===== config.mk =====
export PLATFORM = sky130hd
export DESIGN_NAME = alu_iter_ctrl
export DESIGN_NICKNAME = d
export VERILOG_FILES = /design/src/rtl/alu_pkg.sv /design/src/rtl/alu_iter_ctrl_div_step.sv /design/src/rtl/alu_iter_ctrl.sv
export SDC_FILE = /design/constraint.sdc
export NUM_CORES = 1
export LEC_CHECK = 0
export CORE_MARGIN = 5
export CORE_UTILIZATION = 53
export DETAILED_ROUTE_END_ITERATION = 10
export PLACE_DENSITY_LB_ADDON = 0.2
export SLEW_MARGIN = 30
export SYNTH_ARGS = -nofsm -noshare
export SYNTH_HDL_FRONTEND = slang
export SYNTH_SLANG_ARGS = --single-unit

===== constraint.sdc =====
create_clock -name clk -period 6.3 [get_ports clk]
set_input_delay 1.89 -clock clk [delete_from_list [all_inputs] [get_ports clk]]
set_output_delay 1.89 -clock clk [all_outputs]
set_load 0.005 [all_outputs]

===== src/rtl/alu_pkg.sv =====
// Shared ALU select codes, op encoding and sequencer state type for the
// iterative MUL/DIVU/REMU controller and any later signed-divide variant.
package alu_pkg;

    localparam logic [3:0] ALU_ADD = 4'b0010;
    localparam logic [3:0] ALU_SUB = 4'b0110;
    localparam logic [3:0] ALU_AND = 4'b0000;
    localparam logic [3:0] ALU_OR  = 4'b0001;

    typedef enum logic [1:0] {
        MUL  = 2'b00,
        DIVU = 2'b01,
        REMU = 2'b10,
        RSVD = 2'b11
    } op_e;

    typedef enum logic [1:0] {
        IDLE = 2'b00,
        RUN  = 2'b01,
        FIN  = 2'b10
    } state_e;

endpackage


===== src/rtl/alu_iter_ctrl_div_step.sv =====
// One restoring-division step: shifted partial remainder, compare against the
// divisor, quotient bit and the remainder to keep.
module div_step
    import alu_pkg::*;
#(
    parameter int XLEN = 32
) (
    input  logic [XLEN-1:0] i_rem,
    input  logic            i_dvd_msb,
    input  logic [XLEN-1:0] i_divisor,
    input  logic [XLEN-1:0] i_alu_res,
    output logic [XLEN-1:0] o_rem_sh,
    output logic            o_ge,
    output logic            o_q_bit,
    output logic [XLEN-1:0] o_rem_nxt
);

    assign o_rem_sh  = {i_rem[XLEN-2:0], i_dvd_msb};
    // The bit shifted out of the remainder is part of the true partial
    // remainder; when set, it already exceeds any XLEN-bit divisor.
    assign o_ge      = i_rem[XLEN-1] | (o_rem_sh >= i_divisor);
    assign o_q_bit   = o_ge;
    assign o_rem_nxt = o_ge ? i_alu_res : o_rem_sh;

endmodule


===== src/rtl/alu_iter_ctrl.sv =====
// Iterative MUL (low half) / DIVU / REMU sequencer borrowing the shared ALU.
// Define ALU_ITER_EARLY_OUT_EN to end MUL as soon as the multiplier runs out.
module alu_iter_ctrl
    import alu_pkg::*;
#(
    parameter int XLEN  = 32,
    parameter int CNT_W = 6
) (
    input  logic            clk,
    input  logic            rst,
    input  logic            start,
    input  logic [1:0]      op,
    input  logic [XLEN-1:0] rs1,
    input  logic [XLEN-1:0] rs2,
    input  logic            flush,
    input  logic [XLEN-1:0] alu_res,
    output logic [3:0]      alu_sel,
    output logic [XLEN-1:0] alu_a,
    output logic [XLEN-1:0] alu_b,
    output logic            alu_owned,
    output logic            busy,
    output logic            done,
    output logic [XLEN-1:0] result,
    output logic [1:0]      dbg_state
);

    // Handshake: start is a request pulse honoured only in IDLE (flush wins);
    // done pulses for one cycle in FIN unless flush is high in that cycle.

    state_e            r_state, w_state_nxt;
    op_e               r_op;
    logic [XLEN-1:0]   r_acc;    // MUL accumulator / division remainder
    logic [XLEN-1:0]   r_opnd;   // MUL multiplicand / divisor
    logic [XLEN-1:0]   r_shift;  // MUL multiplier / dividend becoming quotient
    logic [CNT_W-1:0]  r_cnt;
    logic [XLEN-1:0]   r_result;

    op_e               w_op;
    logic              w_accept, w_exc, w_last, w_is_mul, w_load_res;
    logic [XLEN-1:0]   w_exc_res, w_mpl_sh, w_acc_nxt, w_shift_nxt, w_run_res;
    logic [XLEN-1:0]   w_rem_sh, w_rem_nxt;
    logic              w_ge, w_q_bit;

    div_step #(.XLEN(XLEN)) u_div_step (
        .i_rem     (r_acc),
        .i_dvd_msb (r_shift[XLEN-1]),
        .i_divisor (r_opnd),
        .i_alu_res (alu_res),
        .o_rem_sh  (w_rem_sh),
        .o_ge      (w_ge),
        .o_q_bit   (w_q_bit),
        .o_rem_nxt (w_rem_nxt)
    );

    assign w_op     = op_e'(op);
    assign w_accept = start && !flush;
    assign w_is_mul = (r_op == MUL);
    assign w_mpl_sh = r_shift >> 1;

`ifdef ALU_ITER_EARLY_OUT_EN
    assign w_exc  = (w_op == RSVD) || (rs2 == '0);
    assign w_last = (r_cnt == CNT_W'(XLEN-1)) || (w_is_mul && (w_mpl_sh == '0));
`else
    assign w_exc  = (w_op == RSVD) || ((w_op != MUL) && (rs2 == '0));
    assign w_last = (r_cnt == CNT_W'(XLEN-1));
`endif

    always_comb begin
        w_exc_res = '0;
        case (w_op)
            DIVU:    w_exc_res = '1;
            REMU:    w_exc_res = rs1;
            default: w_exc_res = '0;
        endcase
    end

    assign w_acc_nxt   = w_is_mul ? (r_shift[0] ? alu_res : r_acc) : w_rem_nxt;
    assign w_shift_nxt = w_is_mul ? w_mpl_sh : {r_shift[XLEN-2:0], w_q_bit};
    assign w_run_res   = (r_op == DIVU) ? w_shift_nxt : w_acc_nxt;

    always_comb begin
        w_state_nxt = r_state;
        w_load_res  = 1'b0;
        alu_sel     = '0;
        alu_a       = '0;
        alu_b       = '0;
        alu_owned   = 1'b0;
        busy        = 1'b0;
        done        = 1'b0;
        case (r_state)
            IDLE: begin
                if (w_accept) begin
                    w_state_nxt = w_exc ? FIN : RUN;
                    w_load_res  = w_exc;
                end
            end
            RUN: begin
                busy      = 1'b1;
                alu_owned = 1'b1;
                alu_b     = r_opnd;
                if (w_is_mul) begin
                    alu_sel = ALU_ADD;
                    alu_a   = r_acc;
                end else begin
                    alu_sel = ALU_SUB;
                    alu_a   = w_rem_sh;
                end
                if (flush) begin
                    w_state_nxt = IDLE;
                end else if (w_last) begin
                    w_state_nxt = FIN;
                    w_load_res  = 1'b1;
                end
            end
            FIN: begin
                busy        = 1'b1;
                done        = !flush;
                w_state_nxt = IDLE;
            end
            default: w_state_nxt = IDLE;
        endcase
    end

    always_ff @(posedge clk or posedge rst) begin
        if (rst) begin
            r_state  <= IDLE;
            r_op     <= MUL;
            r_acc    <= '0;
            r_opnd   <= '0;
            r_shift  <= '0;
            r_cnt    <= '0;
            r_result <= '0;
        end else begin
            r_state <= w_state_nxt;
            if (w_load_res)
                r_result <= (r_state == IDLE) ? w_exc_res : w_run_res;
            if (r_state == IDLE && w_accept) begin
                r_op    <= w_op;
                r_acc   <= '0;
                r_cnt   <= '0;
                r_opnd  <= (w_op == MUL) ? rs1 : rs2;
                r_shift <= (w_op == MUL) ? rs2 : rs1;
            end else if (r_state == RUN) begin
                r_acc   <= w_acc_nxt;
                r_shift <= w_shift_nxt;
                r_cnt   <= r_cnt + CNT_W'(1);
                if (w_is_mul)
                    r_opnd <= r_opnd << 1;
            end
        end
    end

    assign result    = r_result;
    assign dbg_state = r_state;

endmodule


# Yosys cells after proc, flatten, opt, wreduce, memory -nomap -nowiden

Cells that the tools add are included.

Flip-flop bits (word level): 138
Bits of input ports: 102
Output and inout port bits: 105
Logic and storage cells: 69

$add $sub $neg: 1
$lt $le $gt $ge: 1
Equal/unequal tests: 9
Mux-type cells: 35
Bitwise logic cells: 1
Reductions and logical operators: 15

Operators with widths:

| kind                                                 | count |
|---|---|
| two-way mux 32 bit                                   | 18 |
| case mux 32 bit (2 select lines)                     | 1 |
| >= comparator 32 bit                                 | 1 |
| logical NOT 32 bit                                   | 1 |
| two-way mux 6 bit                                    | 2 |
| two-way mux 2 bit                                    | 4 |
| adder 6 x 1 -> 6 bit (second input constant)         | 1 |
| equality test 2 x 1 -> 1 bit (second input constant) | 3 |
| equality test 2 bit (second input constant)          | 3 |
| equality test 6 x 5 -> 1 bit (second input constant) | 1 |
| logical NOT 2 bit                                    | 3 |
| two-way mux 1 bit                                    | 6 |
| two-way mux 3 bit                                    | 2 |
| nonzero test 2 bit                                   | 3 |
| case mux 2 bit (2 select lines)                      | 1 |
| AND reduction 2 bit                                  | 2 |
| logical AND 1 bit                                    | 3 |
| != test 3 bit (second input constant)                | 1 |
| != test 2 bit (second input constant)                | 1 |
| case mux 1 bit (2 select lines)                      | 1 |
| OR reduction 2 bit                                   | 1 |
| logical NOT 1 bit                                    | 1 |
| logical OR 1 bit                                     | 1 |
| OR 1 bit                                             | 1 |

# Logic depth before layout (Yosys ltp)

Gate-level depths: netlist of run 1.

Word-level depth: 6
Mapped depth: 10

# Cells and area by module

From an unflattened synthesis of run 1, not the netlist that was laid out.

Cell total of the unflattened synthesis: 1,264
Area total of the unflattened synthesis: 10,627.7 sq um

Modules (own cells, without submodules):

| module        | times used | cells an instance | area each (sq um) | sequential area each (sq um) |
|---|---|---|---|---|
| alu_iter_ctrl | 1          | 1,083             | 9,170.0           | 3,453.3 |
| div_step      | 1          | 181               | 1,457.6           | 0.0 |

# Worst setup path after synthesis of run 1

Ideal clock, no wire load.

Kind: in2reg
Start: input port op[0]
End: register r_result[1] (netlist: result[1])
Arrival: 3.793 ns
Required time: 6.179 ns
Slack: 2.385 ns
Stages: 10
Buffers on the path: 2
Cells stage by stage: inv_1 > ha_1 > clkbuf_1 > nor4_1 > and4_1 > a31oi_1 > o32ai_1 > clkbuf_1 > o211ai_1 > o22a_1

Longest elaborated chain between the ends: 5

RTL lines:

| item                            | line                 | text |
|---|---|---|
| start, declared                 | alu_iter_ctrl.sv:12  | `input logic [1:0] op,` |
| nonzero test 2 bit              | alu_iter_ctrl.sv:64  | `assign w_exc = (w_op == RSVD) \|\| ((w_op != MUL) && (rs2 == '0));` |
| logical AND 1 bit               | alu_iter_ctrl.sv:64  |  |
| logical OR 1 bit                | alu_iter_ctrl.sv:64  |  |
| two-way mux 1 bit               | alu_iter_ctrl.sv:92  | `if (w_accept) begin` |
| case mux 1 bit (2 select lines) | alu_iter_ctrl.sv:90  | `case (r_state)` |
| end signal, assigned            | alu_iter_ctrl.sv:136 | `r_result <= (r_state == IDLE) ? w_exc_res : w_run_res;` |
| end, declared                   | alu_iter_ctrl.sv:36  | `logic [XLEN-1:0] r_result;` |

Parallel ways exist; a longest one is shown, timed or not.
A chain may end at the register's enable or synchronous reset.

# Worst setup path after layout of run 1

Start: input port flush
End: output port done

Longest elaborated chain between the ends: 2

RTL lines:

| item              | line                 | text |
|---|---|---|
| start, declared   | alu_iter_ctrl.sv:15  | `input logic flush,` |
| logical NOT 1 bit | alu_iter_ctrl.sv:117 | `done = !flush;` |
| two-way mux 1 bit | alu_iter_ctrl.sv:90  |  |
| end, declared     | alu_iter_ctrl.sv:22  | `output logic done,` |

No other way between the ends.

==> results of run 1 <==
## cell type report
type | instances | area, um^2 | share of cell area, %
clock buffer | 20 | 457 | 3.60
multi-input combinational | 1005 | 5940 | 46.9
inverter | 41 | 164 | 1.29
timing repair buffer | 222 | 2180 | 17.2
tap | 234 | 293 | 2.31
clock inverter | 11 | 193 | 1.52
sequential | 138 | 3450 | 27.2
## power by group
part,leakage [nW],switching [mW],internal (mW)
Clock,0.312,0.401,0.721
Sequential,1.67,0.449,1.29
Combinational,3.40,1.86,1.30
## Yosys cell counts (34+ instances only)
cell      count  area share (%)
or3_1        35             2.2
a21oi_1     113             5.7
ha_1         40             5.0
clkbuf_1     86             3.2
o211ai_1     94             7.1
nor2_1      140             5.3
dfrtp_1     138              35
nand2_1     264              10
nand3_1      35             1.8
inv_1        41             1.5
o21ai_0      40             2.0
mux2i_1      34             3.4
## critical path, stage by stage
cell and delay (ps):
clkdlybuf4s50_1 510, nor2b_1 150, clkdlybuf4s50_1 510
## registers in the layout, indices dropped and copies added, names as in the netlist
register   flops
result        32
r_cnt          6
r_shift       32
r_acc         32
r_opnd        32
r_op           2
dbg_state      2
## per-stage QoR
stage | instances | hold slack (ps)
global placement | 1640 | 490
finish | 1671 | 511
global route | 1671 | 531
CTS | 1671 | 515
floorplan | 1295 | 493
detailed placement | 1640 | 501
## cell usage in the layout (no fill, tap or decap), drive strengths merged, types with 5 or more instances in the layout
master           n
nand2          264
clkdlybuf4s50  204
nor2           140
dfrtp          138
a21oi          113
o211ai          94
inv             42
o21ai           41
ha              40
or3             35
nand3           35
mux2i           34
a31oi           33
nor2b           33
o211a           31
o22a            31
a211oi          31
clkbuf          20
buf             18
nor4             8
nand4            6
bufinv           5
## cells by family after synthesis
logic type	Yosys count	synth area share, %
other cells	1	0.0378
mux	34	3.43
buf+inv	152	6.16
simple gates	532	23.0
xor+xnor	4	0.353
fa+ha+maj	40	5.04
compound gates	393	27.2
flops	138	34.8
## path summary, 6_finish.rpt
kind                       cells past startpoint  slack [ps]                   start                       to
min in group asynchronous                      2        1810                     rst  r_shift[24]$_DFFE_PP0P_
max reg2reg                                    9        2570   r_acc[29]$_DFFE_PP0P_   result[23]$_DFFE_PP0P_
min                                            1         510  result[30]$_DFFE_PP0P_   result[30]$_DFFE_PP0P_
max                                            3        1350                   flush                     done
min reg2reg                                    1         510  result[30]$_DFFE_PP0P_   result[30]$_DFFE_PP0P_
max in group asynchronous                      3        3380                     rst    r_acc[15]$_DFFE_PP0P_
## layer usage
layer / up-vias / GRT usage, %
met1: 5021 / 47.0
met3: 72 / 7.00
met2: 664 / 44.0
met4: 0 / 9.32
li1: 4862 / -
met5: - / 0
==> impl_results.md, run 1 <==
* Clock Tree Buf Depth at 2
* Synth Register Bits at 138
* Die area at 0.0216 mm^2
* Ratio of cells with drive above 1 in the final layout at 4.59%
* Number of top-level pins at 207
* Number of synthesized flops with an enable pin at 0
* Status: completed
* Min setup slack post-route at 1350 ps
* Routed vias/inst at 6.35
* Core area at 0.0186 mm^2
* WL met2 at 14.8 mm
* Antenna Nets Post-Route at 0
* Final min period at 4950 ps
* Crit. End Element: output pin
* Ys Warns at 0
* Post-layout util at 68.3%
* GRT overflow at 0
* Cts repair resizes at 0
* First-pass GRT wire length at 53.7 mm
* CTS tree: done
* Num CTS Buffers at 17
* Fin. max-slew vios at 0
* Worst slack at placement at 1370 ps
* Area after DPL at 0.0120 mm^2
* Worst Tran Pin Value at 981 ps
* Met3 WL at 4.00 mm
* Fmax at 0.202 GHz
* Setup Fix Bufs, Post-CTS at 0
* Total wire length at 34.3 mm
* Asr flop ratio synth at 100%
* Crit Path Max Fanout at 4
* Effective utilization at floorplan at 53.5%
* GRT Resource Usage Total at 31.0%
* Final Cycle Share at 78.5%
* Unrepaired setup endpoints after global routing: false
* Die height at 147 um
* ANT cells at 0
* Clock Latency Late Sink at 440 ps
* Rows at 50
* Worst VDD drop at 0.309 mV
* Vias in the first global route at 9479
* Slew Limit Headroom at 34.4%
* Routed wire per std cell at 20.5 um
* Area delta synth->final at 27.7%
* Synthesized cell area at 0.00993 mm^2
* Clk slew on worst S/H paths at 60 ps
* DRC at 0
* Final setup TNS at 0 ps
* FILL cells at 1501
* Iter 0 DRT Violations at 1607
* Crit start category: primary input
* Cell count after synthesis at 1294
* HP Class: register to register
* Hold Buf Count CTS at 0
* Largest net degree at the start of global routing at 101
* Seq/Total Area, Yosys at 34.8%
* Max-Cap Viols at 0
* # clock sinks at 138
* First-pass DRT Iterations at 6
* Synth Flop Type: dfrtp_1
* DRT met1 WL at 14.6 mm
* Fin. Hold Viols at 0
* Clk root buf: clkbuf_16
* Critical Setup Path Class: primary input to output pin
* Setup violations, final at 0
* Netlist cell types at 49
* Pwr Total at 6.02 mW
* Leak at 5.38 nW
* IO buf count at 204
* Power per standard cell area at 475 mW/mm^2
* Routability Congestion at 0.907
* Crit path required time at 4410 ps
* CTS H-tree depth at 4
* WP data arrival at 3060 ps
* Layout Skew at 11.3 ps
* HPWL Detailed at 24.4 mm
* Cell area after layout at 0.0127 mm^2
* Via count at 10600
* Final net count at 1567
* Max Used Layer: met4
* Initial antenna violation count at 0
* Synth Area per Inst at 7.68 um^2
* Die X at 147 um
Note: power is estimated with default switching activity, not from simulation.
==> run 2: changes to the inputs <==
--- a/config.mk
+++ b/config.mk
@@ -6,7 +6,7 @@
 export NUM_CORES = 1
 export LEC_CHECK = 0
 export CORE_MARGIN = 5
-export CORE_UTILIZATION = 53
+export CORE_UTILIZATION = 48
 export DETAILED_ROUTE_END_ITERATION = 10
 export PLACE_DENSITY_LB_ADDON = 0.2
 export SLEW_MARGIN = 30
==> constraint.sdc (replaced) <==
create_clock -name clk -period 4.2 [get_ports clk]
set_input_delay 1.26 -clock clk [delete_from_list [all_inputs] [get_ports clk]]
set_output_delay 1.26 -clock clk [all_outputs]
set_load 0.005 [all_outputs]
==> run 2 against run 1 <==
Clock power grew 22%. Die area increased by 9.7%. Non-clock buffer count rose by 6. Sequential power increased by 49%. Via count decreased by 0.73%. Register-to-register slack got worse by 1700 ps. Critical path depth increased by 1. Flip-flop and latch count did not move. Setup slack worse by 990 ps. Largest cell class unchanged.
==> impl_results.md, run 2 (synthesis gave the netlist of run 1 again) <==
* Cell Count, Final, Fillers Out at 1713 (was 1671)
* Clock Latency Late Sink at 430 ps (was 440 ps)
* Pwr Total at 8.73 mW (was 6.02 mW)
* Core area at 0.0203 mm^2 (was 0.0186 mm^2)
* Crit path required time at 2940 ps (was 4410 ps)
* Fmax at 0.261 GHz
* Final Cycle Share at 91.3%
* Critical Setup Path Class: register to output pin (was primary input to output pin)
* FILL cells at 1799 (was 1501)
* Final min period at 3840 ps
* DRT met1 WL at 15.3 mm (was 14.6 mm)
* Die X at 154 um (was 147 um)
* WP data arrival at 2580 ps (was 3060 ps)
* Crit Path Max Fanout at 36 (was 4)
* Setup violations, final at 0 (unchanged)
* Clock Tree Buf Depth at 2 (unchanged)
* Minimum hold slack at 514 ps (was 511 ps)
* Clk slew on worst S/H paths at 50 ps (was 60 ps)
* Effective utilization at floorplan at 48.9% (was 53.5%)
* Met3 WL at 4.15 mm (was 4.00 mm)
* Clk root buf: clkbuf_16 (unchanged)
* Area delta synth->final at 28.0% (was 27.7%)
* Area after DPL at 0.0122 mm^2 (was 0.0120 mm^2)
* GRT Resource Usage Total at 28.8% (was 31.0%)
* First-pass GRT wire length at 54.5 mm (was 53.7 mm)
* Total wire length at 34.9 mm (was 34.3 mm)
* Layout Skew at 9.88 ps (was 11.3 ps)
* DRC at 0 (unchanged)
* Placed insts at 1682 (was 1640)
* IO buf count at 204 (unchanged)
* HP Class: register to register (unchanged)
* Storage cell area at 0.00345 mm^2 (unchanged)
* Number of top-level pins at 207 (unchanged)
* Cts repair resizes at 0 (unchanged)
* Crit start category: register (was primary input)
* Max Used Layer: met4 (unchanged)
* GRT overflow at 0 (unchanged)
* Power per standard cell area at 687 mW/mm^2 (was 475 mW/mm^2)
* Fin. Hold Viols at 0 (unchanged)
* HPWL Detailed at 25.8 mm (was 24.4 mm)
* Unrepaired setup endpoints after global routing: false (unchanged)
* Fin. max-slew vios at 0 (unchanged)
* Worst r2r path cells at 9 (unchanged)
* Initial antenna violation count at 0 (unchanged)
* CP startpoint: r_op[0]$_DFFE_PP0P_ (was flush)
* WL met2 at 14.7 mm (was 14.8 mm)
* RR Endpoint: result[7]$_DFFE_PP0P_ (was result[23]$_DFFE_PP0P_)
* Final setup TNS at 0 ps (unchanged)
* Routability Congestion at 0.920 (was 0.907)
* Rows at 52 (was 50)
* Comb power frac at 54.5% (was 52.5%)
* Crit. End Element: output pin (unchanged)
* Switching pwr at 3.99 mW (was 2.71 mW)
* Cell internal pwr at 4.75 mW (was 3.31 mW)
* Max-Cap Viols at 0 (unchanged)
* # clock sinks at 138 (unchanged)
* Hold Buf Count CTS at 0 (unchanged)
* Worst VDD drop at 0.593 mV (was 0.309 mV)
* Worst Tran Pin Value at 840 ps (was 981 ps)
* Area of the multi-input gates at 0.00594 mm^2 (about the same)
* Status: completed (unchanged)
* Clock Power Share at 15.7% (was 18.6%)
* Final net count at 1573 (was 1567)
* Reg2Reg Launch Point: r_acc[22]$_DFFE_PP0P_ (was r_acc[29]$_DFFE_PP0P_)
* Die height at 154 um (was 147 um)
* Num CTS Buffers at 17 (unchanged)
* Vias in the first global route at 9516 (was 9479)
* Crit path to: alu_a[31] (was done)
* Setup Fix Bufs, Post-CTS at 0 (unchanged)
* CTS tree: done (unchanged)
* Leak at 5.38 nW (about the same)
* ANT cells at 0 (unchanged)
* Routed vias/inst at 6.15 (was 6.35)
* Via count at 10500 (was 10600)
* CTS H-tree depth at 4 (unchanged)
* Setup slack, reg-to-reg at 840 ps (was 2570 ps)
* Iter 0 DRT Violations at 1224 (was 1607)
* Cell area after layout at 0.0127 mm^2 (about the same)
* Most frequent cells in the layout: nand2_1, clkdlybuf4s50_1, dfrtp_1 (unchanged)
* Slew Limit Headroom at 44.0% (was 34.4%)
* Die area at 0.0237 mm^2 (was 0.0216 mm^2)
* Ratio of cells with drive above 1 in the final layout at 4.44% (was 4.59%)
* Most common cell after layout, fill and taps aside: nand2_1 (unchanged)
* Switching share of power at 45.6% (was 45.0%)
* First-pass DRT Iterations at 6 (unchanged)
* Antenna Nets Post-Route at 0 (unchanged)
* Routed wire per std cell at 20.4 um (was 20.5 um)
* Largest net degree at the start of global routing at 96 (was 101)
* Sequential power share at 29.8% (was 28.8%)
-- run 2: worst max-delay path, cell delays in order, from the launching register on --
cell and delay [ps]:
dfrtp_1 430, or2_2 680, nand2_1 110, a21oi_1 310
clkdlybuf4s50_1 570
-- run 2: power groups by stage --
stage | Combinational (mW) | Clock, mW | Sequential (mW)
2_1_floorplan | 3.05 | 0 | 2.36
3_3_place_gp | 4.59 | 0 | 2.58
3_5_place_dp | 4.70 | 0 | 2.59
4_1_cts | 4.72 | 1.37 | 2.57
5_1_grt | 5.26 | 1.44 | 2.67
6_report | 4.76 | 1.37 | 2.60
-- run 2: worst min-delay path by stage --
stage          slack (ps)  cells after the start                   start                endpoint
2_1_floorplan         490                      2     r_op[1]$_DFFE_PP0P_     r_op[1]$_DFFE_PP0P_
3_3_place_gp          490                      1  result[31]$_DFFE_PP0P_  result[31]$_DFFE_PP0P_
3_5_place_dp          500                      1  result[31]$_DFFE_PP0P_  result[31]$_DFFE_PP0P_
4_1_cts               510                      1  result[31]$_DFFE_PP0P_  result[31]$_DFFE_PP0P_
5_1_grt               520                      1  result[23]$_DFFE_PP0P_  result[23]$_DFFE_PP0P_
6_report              510                      1  result[31]$_DFFE_PP0P_  result[31]$_DFFE_PP0P_
-- run 2: metal layers --
layer	global-route usage, %	up-vias
met5	0	-
met4	8.16	0
met3	8.32	47
met2	40.2	589
met1	43.3	5020
li1	-	4885
-- run 2: area by class of cell --
class,count,area share [%]
clock inverter,2,0.0787
clock buffer,29,4.02
sequential,138,27.2
tap,270,2.66
timing repair buffer,228,18.1
multi-input combinational,1005,46.7
inverter,41,1.26
-- run 2: per-stage QoR --
stage | worst slack, ps | util, %
2_1_floorplan | 915 | -
4_1_cts | 325 | 62.6
3_5_place_dp | 410 | 60.1
6_report | 365 | 62.6
3_3_place_gp | 487 | 60.0
5_1_grt | 220 | 62.6
